### src/rtl/pe_sched.sv
// pe_sched: tile scheduler that steps the PE engine through one convolution layer.
// Loop order, from outermost: output-channel tile, input-channel tile, row, column.
// Each input-channel tile starts with a filter-sync handshake. Pixels are then
// streamed one per accepted i_ifm_rdy cycle. After the last pixel of the layer
// the scheduler waits for the PE pipeline to drain, then pulses o_done.
//
// Ports:
//   clk, rst                 clock, asynchronous active-high reset
//   i_start                  layer start pulse; ignored while a layer is running
//   q_width/q_height         tile columns/rows, latched at an accepted start
//   q_channel/q_channel_out  input/output channel tile counts, latched at start
//   i_ifm_rdy                IFM buffer accepts a pixel read this cycle
//   i_pe_csync_done          PE engine filter load complete
//   o_ctrl_csync_run         filter-sync phase active
//   o_ctrl_data_run          pixel valid this cycle
//   o_row/o_col/o_chn/o_chn_out and o_is_*  coordinate and position flags
//   o_busy, o_done           layer in progress, one-cycle completion pulse
// Optional: define PE_SCHED_PERF_CNT_EN to add the o_cycle_cnt and o_stall_cnt
// performance counters.
module pe_sched #(
  parameter int unsigned W_SIZE    = 9,
  parameter int unsigned W_CHANNEL = 9,
  parameter int unsigned DRAIN     = 15
) (
  input  logic                 clk,
  input  logic                 rst,
  input  logic                 i_start,
  input  logic [W_SIZE-1:0]    q_width,
  input  logic [W_SIZE-1:0]    q_height,
  input  logic [W_CHANNEL-1:0] q_channel,
  input  logic [W_CHANNEL-1:0] q_channel_out,
  input  logic                 i_ifm_rdy,
  input  logic                 i_pe_csync_done,
  output logic                 o_ctrl_csync_run,
  output logic                 o_ctrl_data_run,
  output logic [W_SIZE-1:0]    o_row,
  output logic [W_SIZE-1:0]    o_col,
  output logic [W_CHANNEL-1:0] o_chn,
  output logic [W_CHANNEL-1:0] o_chn_out,
  output logic                 o_is_first_row,
  output logic                 o_is_last_row,
  output logic                 o_is_first_col,
  output logic                 o_is_last_col,
  output logic                 o_is_first_chn,
  output logic                 o_is_last_chn,
`ifdef PE_SCHED_PERF_CNT_EN
  output logic [31:0]          o_cycle_cnt,
  output logic [31:0]          o_stall_cnt,
`endif
  output logic                 o_busy,
  output logic                 o_done
);

  localparam int unsigned WDrain = $clog2(DRAIN + 1);

  typedef enum logic [2:0] {StIdle, StCsync, StData, StDrain, StSkip, StDone} state_e;

  state_e               state_q;
  logic [W_SIZE-1:0]    w_q, h_q, row_q, col_q;
  logic [W_CHANNEL-1:0] nch_q, ncho_q, chn_q, cho_q;
  logic [WDrain-1:0]    drain_cnt_q;
  logic                 col_end, row_end, chn_end, cho_end;

  // Flag order: first_row, last_row, first_col, last_col, first_chn, last_chn.
  function automatic logic [5:0] pos_flags(input logic [W_SIZE-1:0]    r,
                                           input logic [W_SIZE-1:0]    c,
                                           input logic [W_SIZE-1:0]    h,
                                           input logic [W_SIZE-1:0]    w,
                                           input logic [W_CHANNEL-1:0] ch,
                                           input logic [W_CHANNEL-1:0] nch);
    return {r == '0, r == h - W_SIZE'(1), c == '0, c == w - W_SIZE'(1),
            ch == '0, ch == nch - W_CHANNEL'(1)};
  endfunction

  always_comb begin
    col_end = (col_q == w_q - W_SIZE'(1));
    row_end = (row_q == h_q - W_SIZE'(1));
    chn_end = (chn_q == nch_q - W_CHANNEL'(1));
    cho_end = (cho_q == ncho_q - W_CHANNEL'(1));
  end

  always_ff @(posedge clk or posedge rst) begin
    if (rst) begin
      state_q          <= StIdle;
      w_q              <= '0;
      h_q              <= '0;
      nch_q            <= '0;
      ncho_q           <= '0;
      row_q            <= '0;
      col_q            <= '0;
      chn_q            <= '0;
      cho_q            <= '0;
      drain_cnt_q      <= '0;
      o_ctrl_csync_run <= 1'b0;
      o_ctrl_data_run  <= 1'b0;
      o_row            <= '0;
      o_col            <= '0;
      o_chn            <= '0;
      o_chn_out        <= '0;
      {o_is_first_row, o_is_last_row, o_is_first_col, o_is_last_col,
       o_is_first_chn, o_is_last_chn} <= '0;
      o_busy           <= 1'b0;
      o_done           <= 1'b0;
    end else begin
      unique case (state_q)
        StIdle: begin
          if (i_start) begin
            w_q    <= q_width;
            h_q    <= q_height;
            nch_q  <= q_channel;
            ncho_q <= q_channel_out;
            row_q  <= '0;
            col_q  <= '0;
            chn_q  <= '0;
            cho_q  <= '0;
            if (q_width == '0 || q_height == '0 || q_channel == '0 || q_channel_out == '0) begin
              state_q <= StSkip;
            end else begin
              // Sync starts on this edge, so flags come from the raw inputs.
              state_q          <= StCsync;
              o_busy           <= 1'b1;
              o_ctrl_csync_run <= 1'b1;
              o_row            <= '0;
              o_col            <= '0;
              o_chn            <= '0;
              o_chn_out        <= '0;
              {o_is_first_row, o_is_last_row, o_is_first_col, o_is_last_col,
               o_is_first_chn, o_is_last_chn} <=
                pos_flags('0, '0, q_height, q_width, '0, q_channel);
            end
          end
        end
        StCsync: begin
          o_ctrl_data_run <= 1'b0;
          // Only a done seen while sync is visibly high counts; entry from DATA
          // spends one cycle with sync low so the engine sees a fresh rising edge.
          if (o_ctrl_csync_run && i_pe_csync_done) begin
            o_ctrl_csync_run <= 1'b0;
            state_q          <= StData;
          end else begin
            o_ctrl_csync_run <= 1'b1;
            o_row            <= row_q;
            o_col            <= col_q;
            o_chn            <= chn_q;
            o_chn_out        <= cho_q;
            {o_is_first_row, o_is_last_row, o_is_first_col, o_is_last_col,
             o_is_first_chn, o_is_last_chn} <= pos_flags(row_q, col_q, h_q, w_q, chn_q, nch_q);
          end
        end
        StData: begin
          if (i_ifm_rdy) begin
            o_ctrl_data_run <= 1'b1;
            o_row           <= row_q;
            o_col           <= col_q;
            o_chn           <= chn_q;
            o_chn_out       <= cho_q;
            {o_is_first_row, o_is_last_row, o_is_first_col, o_is_last_col,
             o_is_first_chn, o_is_last_chn} <= pos_flags(row_q, col_q, h_q, w_q, chn_q, nch_q);
            if (!col_end) begin
              col_q <= col_q + W_SIZE'(1);
            end else begin
              col_q <= '0;
              if (!row_end) begin
                row_q <= row_q + W_SIZE'(1);
              end else begin
                row_q <= '0;
                if (chn_end && cho_end) begin
                  state_q     <= StDrain;
                  drain_cnt_q <= '0;
                end else begin
                  state_q <= StCsync;
                  if (chn_end) begin
                    chn_q <= '0;
                    cho_q <= cho_q + W_CHANNEL'(1);
                  end else begin
                    chn_q <= chn_q + W_CHANNEL'(1);
                  end
                end
              end
            end
          end else begin
            o_ctrl_data_run <= 1'b0;
          end
        end
        StDrain: begin
          o_ctrl_data_run <= 1'b0;
          if (drain_cnt_q == WDrain'(DRAIN)) begin
            state_q <= StDone;
            o_busy  <= 1'b0;
            o_done  <= 1'b1;
          end else begin
            drain_cnt_q <= drain_cnt_q + WDrain'(1);
          end
        end
        StSkip: begin
          state_q <= StDone;
          o_done  <= 1'b1;
        end
        StDone: begin
          state_q <= StIdle;
          o_done  <= 1'b0;
        end
        default: state_q <= StIdle;
      endcase
    end
  end

`ifdef PE_SCHED_PERF_CNT_EN
  always_ff @(posedge clk or posedge rst) begin
    if (rst) begin
      o_cycle_cnt <= '0;
      o_stall_cnt <= '0;
    end else if (state_q == StIdle && i_start) begin
      o_cycle_cnt <= '0;
      o_stall_cnt <= '0;
    end else begin
      if (o_busy && o_cycle_cnt != '1) o_cycle_cnt <= o_cycle_cnt + 32'd1;
      if (state_q == StData && !i_ifm_rdy && o_stall_cnt != '1) begin
        o_stall_cnt <= o_stall_cnt + 32'd1;
      end
    end
  end
`endif

endmodule

### config.mk
export PLATFORM = sky130hd
export DESIGN_NAME = pe_sched
export DESIGN_NICKNAME = d
export VERILOG_FILES = /design/src/rtl/pe_sched.sv
export SDC_FILE = /design/constraint.sdc
export NUM_CORES = 1
export LEC_CHECK = 0
export CAP_MARGIN = 20
export CORE_UTILIZATION = 35
export CTS_BUF_LIST = sky130_fd_sc_hd__clkbuf_2 sky130_fd_sc_hd__clkbuf_4 sky130_fd_sc_hd__clkbuf_8
export DETAILED_ROUTE_END_ITERATION = 8
export PLACE_DENSITY_LB_ADDON = 0.08
export SYNTH_ARGS = -nofsm -noshare
export SYNTH_HDL_FRONTEND = slang
export SYNTH_SLANG_ARGS = --single-unit
### constraint.sdc
create_clock -name clk -period 4.02 [get_ports clk]
set_input_delay 0.402 -clock clk [delete_from_list [all_inputs] [get_ports clk]]
set_output_delay 0.402 -clock clk [all_outputs]
set_load 0.02 [all_outputs]
==> metrics.csv <==
metric,value,unit
cp_max_fo,5,
dp_hpwl,13900,µm
synth_top_area_cell,dfrtp_1,
die_h,144.3,µm
track_usage,19.92,%
synthCells,837,
worstMarginPinSlew,0.9632,ns
cts.sink_count,125,
dr.pass1.iters,5,
coreArea,0.01965,mm²
synth_seq_cells,125,
finalWeightedCongestion,0.8074,
dpl_cell_area,0.008215,mm²
layout_min_cycle_time,3.706,ns
synth_fp_nets,890,
regToRegStartpoint,ncho_q[0]$_DFFE_PP0P_,
synth_top_area_share,44.11,%
swShare,40.88,%
p_int,3132,µW
rows,51,
synth.avg_cell_area,8.473,µm²
io_pins,87,
hold_viol,0,
viasPerCell,5.349,
place_worst_setup_slack,0.1643,ns
htreeDepth,4,
start_util,36.08,%
drt-total-wl,19580,µm
power_density,613.1,mW/mm²
power_frac_comb,40.8,%
grt_max_degree,85,
grt_pass1_vias,5999,
required,4.34,ns
antenna_cells,0,
areaGrowthSynthToFinish,21.86,%
synthTopCellsByArea,"dfrtp_1 44%, nand2_1 10%, o21ai_0 6.9%",
status,finished clean,
cts_made_buffers,17,
synth_warnings,0,
finalCritPeriodShare,92.18,%
slew_viol_final,0,
grt_overflow,0,
cts_hold_buffers,0,
synth_edf_count,0,
p_switching,2166,µW
cp-end-kind,flop,
drc,0,
fill_cells,1992,
max_freq,269.9,MHz
port_buffers,86,
dieArea,0.02084,mm²
wire_per_inst,16.52,µm
drive_above_1_share,6.957,%
synth_area,0.007092,mm²
startpoint,ncho_q[0]$_DFFE_PP0P_,
setup_violations,0,
clockPowerShare,22.5,%
clk_pin_slew,0.08,ns
drtAntennaViolNets,0,
critical_path_arrival,4.03,ns
power.leakage,0.003573,µW
clock_path_buffers,2,
tns,0,ns
cts_tree,built,
crit_type,reg -> reg,
max_slew_margin,34.94,%
clock_latency,0.45,ns
antenna_found_initial,0,
post-route-worst-setup-slack,0.3143,ns
clock_skew,0.01193,ns
drv_cap,0,
max-vdd-ir-drop,316.7,µV
startpoint_type,flop,
synthFlopType,dfrtp_1,
grt_pass1_wl,31570,µm
first_iter_violations,381,
num_vias,6338,
hp-class,in -> async,
fin_nets,962,
final_cell_area,0.008642,mm²
grt_setup_unrepaired,false,
yosysSeqAreaShare,44.11,%
ys_types,67,
pwr-share-seq,36.7,%
dieWidth,144.3,µm
cts-root-buf,clkbuf_8,
async_flop_share,100.0,%
[layout make-up]
cell class / count / area [µm²] / area share (%)
Timing Repair Buffer: 99 / 970.9 / 11.23
Clock buffer: 23 / 310.3 / 3.591
Tap cell: 265 / 331.6 / 3.837
Clock inverter: 7 / 110.1 / 1.274
Multi-Input combinational cell: 639 / 3687 / 42.67
Inverter: 27 / 103.9 / 1.202
Sequential cell: 125 / 3128 / 36.20
[routing by layer]
layer | wire (µm) | global-route usage, %
met3 | 654 | 3.775
met2 | 9199 | 31.88
met1 | 9511 | 27.15
met4 | 211 | 5.983
met5 | 0 | 0
[worst max-delay path, stage by stage, from the launching register on]
cell and delay (ns):
dfrtp_1 0.40, inv_1 0.09, ha_1 0.24, or4b_2 0.66, or4b_2 0.66, a21oi_1 0.21
a211oi_1 0.09, nor4b_2 0.42, o21ai_0 0.16, nor3_1 0.28, mux2_2 0.37
[cells in the final DEF, fill, tap and decap left out, drive strengths merged, types with 4 or more instances in the layout]
| cell type | n |
|---|---|
| nor3b | 6 |
| o21a | 6 |
| buf | 13 |
| o21ai | 99 |
| nor4 | 13 |
| a21oi | 27 |
| xnor2 | 23 |
| clkinv | 5 |
| dfrtp | 125 |
| a211oi | 8 |
| nand3 | 14 |
| or2 | 4 |
| and2 | 6 |
| o31ai | 16 |
| or3 | 12 |
| and3 | 15 |
| nor2 | 37 |
| or4b | 7 |
| clkbuf | 23 |
| clkdlybuf4s50 | 86 |
| ha | 12 |
| inv | 26 |
| nand4 | 12 |
| xor2 | 17 |
| a21o | 4 |
| mux2i | 5 |
| nor2b | 5 |
| nor3 | 18 |
| a211o | 4 |
| nand2 | 196 |
| nand2b | 9 |
| nor4b | 8 |
| or4 | 6 |
| nand4b | 5 |
[path summary, 6_finish.rpt]
check / end / slack [ns] / depth (start not counted)
worst max-delay path: drain_cnt_q[0]$_DFFE_PP0P_ / 0.31 / 10
worst min-delay path: o_col[3]$_DFFE_PP0P_ / 0.37 / 2
worst max register to register: drain_cnt_q[0]$_DFFE_PP0P_ / 0.31 / 10
worst min register to register: o_row[2]$_DFFE_PP0P_ / 0.48 / 2
max in group asynchronous: col_q[0]$_DFFE_PP0P_ / 2.70 / 3
min in group clk: o_row[2]$_DFFE_PP0P_ / 0.48 / 2
[registers in the layout, summed over array words and instances, names as in the netlist, 3 cells and up]
register	count
w_q	9
o_col	9
ncho_q	9
col_q	9
h_q	9
chn_q	9
o_chn_out	9
o_row	9
state_q	3
nch_q	9
row_q	9
o_chn	9
drain_cnt_q	4
cho_q	9
[power by group through the flow]
stage	Clock, µW	Sequential, µW	Combinational [µW]
2_1_floorplan	0	1900	1550
3_3_place_gp	0	1950	2110
3_5_place_dp	0	1960	2160
4_1_cts	1220	1940	2170
5_1_grt	1270	2000	2420
6_report	1190	1940	2160
[logic make-up (layout without fill, tap and decap cells)]
group	count (synthesis)	after routing	share of synthesized area, %
and+or+nand+nor	381	381	26.41
AOI/OAI and AO/OA	197	197	16.87
DFF	125	125	44.11
buffers and inverters	73	156	4.058
xor gates and xnor gates	41	41	5.257
adders and majority gates	12	12	2.117
muxes	8	8	1.182
[synthesized netlist by cell type (6+ instances only)]
library cell    n
a211oi_1        8
a21oi_1        27
and2_1          6
and3_1         15
buf_1           6
clkbuf_1       34
dfrtp_1       125
ha_1           12
inv_1          26
nand2_1       196
nand2b_1        9
nand3_1        14
nand4_1        12
nor2_1         36
nor3_1         17
nor3b_1         6
nor4_1         13
nor4b_1         8
o21a_1          6
o21ai_0        98
o31ai_1        16
or3_1          12
xnor2_1        23
xor2_1         17
[metrics by stage]
step / power [µW] / utilization (%) / hold slack, ns / instances
floorplan: 3453 / - / 0.4652 / 837
global placement: 4058 / 41.80 / 0.4632 / 1155
detailed placement: 4120 / 41.80 / 0.4679 / 1155
CTS: 5333 / 43.94 / 0.3885 / 1185
global route: 5694 / 43.97 / 0.4299 / 1185
finish: 5298 / 43.97 / 0.3736 / 1185
[repair_timing]
item                                    in CTS  in global routing
endpoints found under the setup margin       0                  8
endpoints found under the hold margin        0                  0
buffers inserted                             0                  0
resized for setup                            0                  1
Note: power is estimated with default switching activity, not from simulation.
==> variant 1 (same settings) <==
Add a define of `PE_SCHED_PERF_CNT_EN`.
--- a/src/rtl/pe_sched.sv
+++ b/src/rtl/pe_sched.sv
@@ -17,6 +17,8 @@
 //   o_busy, o_done           layer in progress, one-cycle completion pulse
 // Optional: define PE_SCHED_PERF_CNT_EN to add the o_cycle_cnt and o_stall_cnt
 // performance counters.
+`define PE_SCHED_PERF_CNT_EN
+
 module pe_sched #(
   parameter int unsigned W_SIZE    = 9,
   parameter int unsigned W_CHANNEL = 9,
Formal check against the unedited RTL (old outputs only; new: o_cycle_cnt and o_stall_cnt): equivalent (Yosys induction, for registers that start in step).
==> variant 1 against the unedited design <==
  * Worst setup slack improved by 0.40 ns
  * Synthesized area increased by 47%
  * Sequential cell count increased by 64
  * Fmax increased by 12%
  * Design area increased by 48%
  * Sequential power increased by 34%
  * Highest routed layer unchanged
  * Synthesized cell count increased by 40%
  * Via count increased by 42%
  * Clock skew increased by 0.021 ns
  * Sequential share of layout area increased by 0.80 points
  * Routed wire length increased by 50%
  * Total power increased by 23%
==> variant 1: results (changes against the unedited design) <==
** Critical path
- Path depth of the worst reg2reg path :: 9 (was 10)
- The last element of the critical path was drain_cnt_q[1]$_DFFE_PP0P_ (was drain_cnt_q[0]$_DFFE_PP0P_).
- The delay of the slowest cell on the worst path is 0.57 ns (was 0.66 ns).
- Highest-delay cell along the critical path :: nor4b_2 (was or4b_2)
- The data arrival time of the worst path was 3.67 ns (was 4.03 ns).
- Critical path launch point :: h_q[0]$_DFFE_PP0P_ (was ncho_q[0]$_DFFE_PP0P_)
- The highest fanout seen on the critical path came to 20 (was 5).

** Timing
- Worst-case clock skew :: 0.0328 ns (was 0.0119 ns)
- The pin slew with the least headroom to its limit came to 0.789 ns (was 0.963 ns).
- The final-layout worst hold slack was 0.221 ns (was 0.374 ns).
- The setup slack after layout is 0.710 ns (was 0.314 ns).

** Clock tree
- Clock insertion delay at the later pin of the skew report :: 0.49 ns (was 0.45 ns)
- The post-CTS clock slew at the launch and capture registers of the worst setup and hold paths was 0.12 ns (was 0.08 ns).

** Yosys
- Share of synthesized flip-flops with an asynchronous set or reset :: 100% (unchanged)
- Largest cells by area after synthesis :: dfrtp_1, nand2_1, o21ai_0, xnor2_1, xor2_1 (was dfrtp_1, nand2_1, o21ai_0, xnor2_1, ha_1)
- Sequential fraction of the synthesis area :: 45.3% (was 44.1%)
- Net count after synthesis :: 1224 (was 890)
- Ranking of synthesized cells by instance count :: dfrtp_1, nand2_1, nor2_1, o21ai_0, nand3_1 (was nand2_1, dfrtp_1, o21ai_0, nor2_1, clkbuf_1)
- The gate count of the mapped netlist came to 1169 (was 837).
- The count of different cell masters after synthesis came to 66 (was 67).

** Global routing
- The global routing usage on met1 was 27.4% (was 27.1%).
- Global Route met3 Usage :: 3.72% (was 3.77%)
- The first-pass GRT wire length is 47.3 mm (was 31.6 mm).
- Maximum number of pins on one net before global-route repair :: 94 (was 85)
- Met2 global-route usage :: 30.6% (was 31.9%)
- Number of global-route vias before repair :: 8595 (was 5999)
- Total GRT Usage :: 19.4% (was 19.9%)

** Route
- Met2 wire length :: 13.6 mm (was 9.20 mm)
- The average wire per standard cell is 17.4 µm (was 16.5 µm).
- The via density per instance came to 5.32 (was 5.35).
- Iteration-0 DRC count of the detailed router :: 548 (was 381)
- The first-pass iteration count of the detailed router came to 7 (was 5).
- The met1 wire length came to 14.2 mm (was 9.51 mm).
- The via count was 9002 (was 6338).

** Place
- The worst setup slack before clock tree synthesis came to 0.549 ns (was 0.164 ns).
- Final weighted congestion in routability-driven placement :: 0.769 (was 0.807)
- Placed cell count :: 1658 (was 1155)
- Dpl hpwl :: 20.4 mm (was 13.9 mm)
- The number of buffers inserted by port buffering came to 150 (was 86).

** Finish
- Share of layout cells above drive strength 1 :: 7.12% (was 6.96%)
- Final nets :: 1349 (was 962)
- Area delta synth->final :: 22.4% (was 21.9%)

** Power
- The worst-case vdd ir drop came to 0.264 mV (was 0.317 mV).

** Outcome
- Status: completed (unchanged).
-- variant 1: cells by family after synthesis --
family                     synth area share [%]
AOI/OAI and AO/OA                          14.7
xor gates and xnor gates                   7.04
adders and majority gates                  1.68
buffers and inverters                      3.81
DFF                                        45.3
muxes                                      2.11
and+or+nand+nor                            25.4
-- variant 1: final cells by class --
class / instances / area share [%]
Clock buffer: 17 / 1.83
Clock inverter: 15 / 1.29
Inverter: 41 / 1.23
Multi-Input combinational cell: 877 / 41.7
Sequential cell: 189 / 37.0
Tap cell: 384 / 3.76
Timing Repair Buffer: 168 / 13.1
-- variant 1: report_power, final --
part | leakage (nW) | switching [W] | total (W) | internal, W
clock | 0.203 | 0.000817 | 0.00129 | 0.000472
sequential | 2.54 | 0.000405 | 0.00260 | 0.00219
combinational | 2.46 | 0.00165 | 0.00265 | 0.00100
total | 5.20 | 0.00287 | 0.00654 | 0.00366
==> variant 2 (same flow settings) <==
Without the edit above. Encoding of `state_e`: now one-hot (6 bits for 6 states).
--- a/src/rtl/pe_sched.sv
+++ b/src/rtl/pe_sched.sv
@@ -53,7 +53,7 @@
 
   localparam int unsigned WDrain = $clog2(DRAIN + 1);
 
-  typedef enum logic [2:0] {StIdle, StCsync, StData, StDrain, StSkip, StDone} state_e;
+  typedef enum logic [5:0] {StIdle = 6'b000001, StCsync = 6'b000010, StData = 6'b000100, StDrain = 6'b001000, StSkip = 6'b010000, StDone = 6'b100000} state_e;
 
   state_e               state_q;
   logic [W_SIZE-1:0]    w_q, h_q, row_q, col_q;
Behaviour: same outputs for any inputs over 4 cycles, from zero or initial values and one cycle with rst high; so few cycles prove little.
==> variant 2 against the unedited design <==
  * Sequential cell count up 3
  * Non-clock buffer count unchanged
  * Combinational power down 4%
  * Die area down 2.0%
  * Total power up 0.26%
  * Count of clock-buffer cells in the layout down 1
  * Routed wire length down 5.0%
  * Synthesized area down 2.0%
  * Critical path depth up 1
  * Design area down 0.39%
  * Fmax up 4.7%
  * Worst setup slack better by 0.17 ns
==> variant 2: results (changes against the unedited design) <==
** Outcome
- Status: completed (unchanged).

** Timing
- The pin slew with the least headroom to its limit was 0.825 ns (was 0.963 ns).
- The setup skew after layout was 0.0149 ns (was 0.0119 ns).

** Route
- Post-detailed-routing wire length :: 18.6 mm (was 19.6 mm)
- Iteration-0 DRC count of the detailed router :: 369 (was 381)
- The via count came to 5846 (was 6338).
- The via density per instance is 5.35 (about the same).
- The first-pass iteration count of the detailed router is 5 (unchanged).

** Critical path
- Crit-path max FO :: 12 (was 5)

** Clock tree
- Clock transition at path regs :: 0.07 ns
- The count of buffers added by post-CTS timing repair for setup is 0 (unchanged).
- The maximum buffer depth of the clock tree was 2 (unchanged).
- The number of H-tree branching levels is 4 (unchanged).
- Clock buffer count from CTS :: 17 (unchanged)
- The clock insertion delay at the later pin of the skew report came to 0.45 ns (about the same).
- The root buffer selected by CTS is clkbuf_8 (unchanged).
- The number of gates resized after CTS was 0 (unchanged).

** Yosys
- Ranking of synthesized cells by instance count :: dfrtp_1, nand2_1, o21ai_0, nor2_1, mux2_2 (was nand2_1, dfrtp_1, o21ai_0, nor2_1, clkbuf_1)
- Avg Synthesized Cell Area :: 9.47 µm² (was 8.47 µm²)
- The count of different cell masters after synthesis came to 70 (was 67).
- Adder and majority cell fraction of the synthesized area :: 2.16% (was 2.12%)
- Fraction of the mapped netlist area in compound gates :: 15.0% (was 16.9%)
- The multiplexer share of the synthesized area came to 6.57% (was 1.18%).
- The share of flip-flops with an asynchronous set or reset after synthesis came to 100% (unchanged).
- Largest cells by area after synthesis: dfrtp_1, mux2_2, nand2_1, o21ai_0, xnor2_1 (was dfrtp_1, nand2_1, o21ai_0, xnor2_1, ha_1).
- The number of nets produced by synthesis came to 787 (was 890).
- Warnings, synthesis :: 0 (unchanged)
- The share of the yosys chip area belonging to registers came to 46.1% (was 44.1%).
- The XOR/XNOR share of the synthesized area was 6.30% (was 5.26%).
- Prevailing post-synth register cell :: dfrtp_1 (unchanged)

** Global routing
- Total GRT Usage :: 19.4% (was 19.9%)
- The met3 demand-to-capacity share in global routing is 3.35% (was 3.77%).
- Initial antenna violation count :: 0 (unchanged)
- Met2 global-route usage :: 33.0% (was 31.9%)
- The global routing usage on met1 came to 24.9% (was 27.1%).
- The number of global-route vias before repair is 5948 (was 5999).
- Maximum number of pins on one net before global-route repair :: 85 (unchanged)
- The most heavily used metal layer in global routing is met2 (unchanged).
- Wire length of the first global-routing pass :: 30.7 mm (was 31.6 mm)

** Finish
- The layout net count is 867 (was 962).
- The fraction of layout instances using a drive strength above 1 is 11.6% (was 6.96%).
- Number of antenna cells inserted :: 0 (unchanged)

** Place
- Dpl hpwl :: 13.3 mm (was 13.9 mm)
- The routability congestion estimate from global placement was 0.884 (was 0.807).
- Placed cell count :: 1060 (was 1155)
- The number of buffers inserted by port buffering is 86 (unchanged).

** Power
- VDD IR-drop max :: 0.338 mV (was 0.317 mV)
- Leakage power of the design :: 3.47 nW (was 3.57 nW)
- Internal portion of total power :: 0.00322 W (was 0.00313 W)

** Hold path
- The path category of the worst min-delay check is input pin to asynchronous set/reset pin (unchanged).
## variant 2: worst paths after layout
path	start	to	slack (ns)	cells after the start
worst min-delay path	rst	col_q[6]$_DFFE_PP0P_	0.43	2
max in group asynchronous	rst	nch_q[4]$_DFFE_PP0P_	2.84	3
min in group clk	o_is_first_chn$_DFFE_PP0P_	o_is_first_chn$_DFFE_PP0P_	0.48	2
worst max register to register	w_q[0]$_DFFE_PP0P_	chn_q[5]$_DFFE_PP0P_	0.48	11
worst min register to register	o_is_first_chn$_DFFE_PP0P_	o_is_first_chn$_DFFE_PP0P_	0.48	2
worst max-delay path	w_q[0]$_DFFE_PP0P_	chn_q[5]$_DFFE_PP0P_	0.48	11
## variant 2: logic make-up (layout without fill, tap and decap cells)
| logic type | Yosys count | in the layout |
|---|---|---|
| multiplexers | 41 | 41 |
| XOR/XNOR | 50 | 50 |
| adder cells (fa/ha/maj) | 12 | 12 |
| AO/OA/AOI/OAI | 159 | 159 |
| AND/OR/NAND/NOR | 276 | 276 |
| buffers and inverters | 68 | 161 |
| flip-flops | 128 | 128 |
## variant 2: final cells by class
| cell class | count | area (µm²) |
|---|---|---|
| fillers | 1871 | 10900 |
| well taps | 265 | 332 |
| multi-input cells | 538 | 3500 |
| clock inverters | 10 | 180 |
| flip-flops and latches | 128 | 3200 |
| inverters | 30 | 115 |
| repair buffers | 99 | 983 |
| clock buffers | 22 | 297 |
## variant 2: per-layer routing
layer / share of wire (%) / routed length [µm]
met5: 0 / 0
met3: 3.6 / 667
met4: 1.4 / 266
met2: 49 / 9180
met1: 46 / 8480
## variant 2: worst max-delay path: stages (launching register included)
cell	delay [ns]
dfrtp_1	0.45
inv_1	0.09
ha_1	0.23
nor3b_1	0.58
nor2b_1	0.24
a32oi_1	0.07
o21ai_0	0.31
nand3_4	0.18
a311oi_2	0.28
o21ai_1	0.30
or4_1	0.58
a21oi_1	0.16
## variant 2: metrics by stage
step	setup slack (ns)	instance area, µm²
6_report	0.482	8610
5_1_grt	0.263	8610
4_1_cts	0.540	8610
3_5_place_dp	0.584	8130
3_3_place_gp	0.725	8130
2_1_floorplan	0.207	6950
## variant 2: power groups by stage
stage          clock network, W  registers, W  logic, W
2_1_floorplan                 0       0.00184   0.00152
3_3_place_gp                  0       0.00189   0.00206
3_5_place_dp                  0       0.00191   0.00209
4_1_cts                 0.00137       0.00188   0.00210
5_1_grt                 0.00142       0.00194   0.00232
6_report                0.00134       0.00189   0.00208
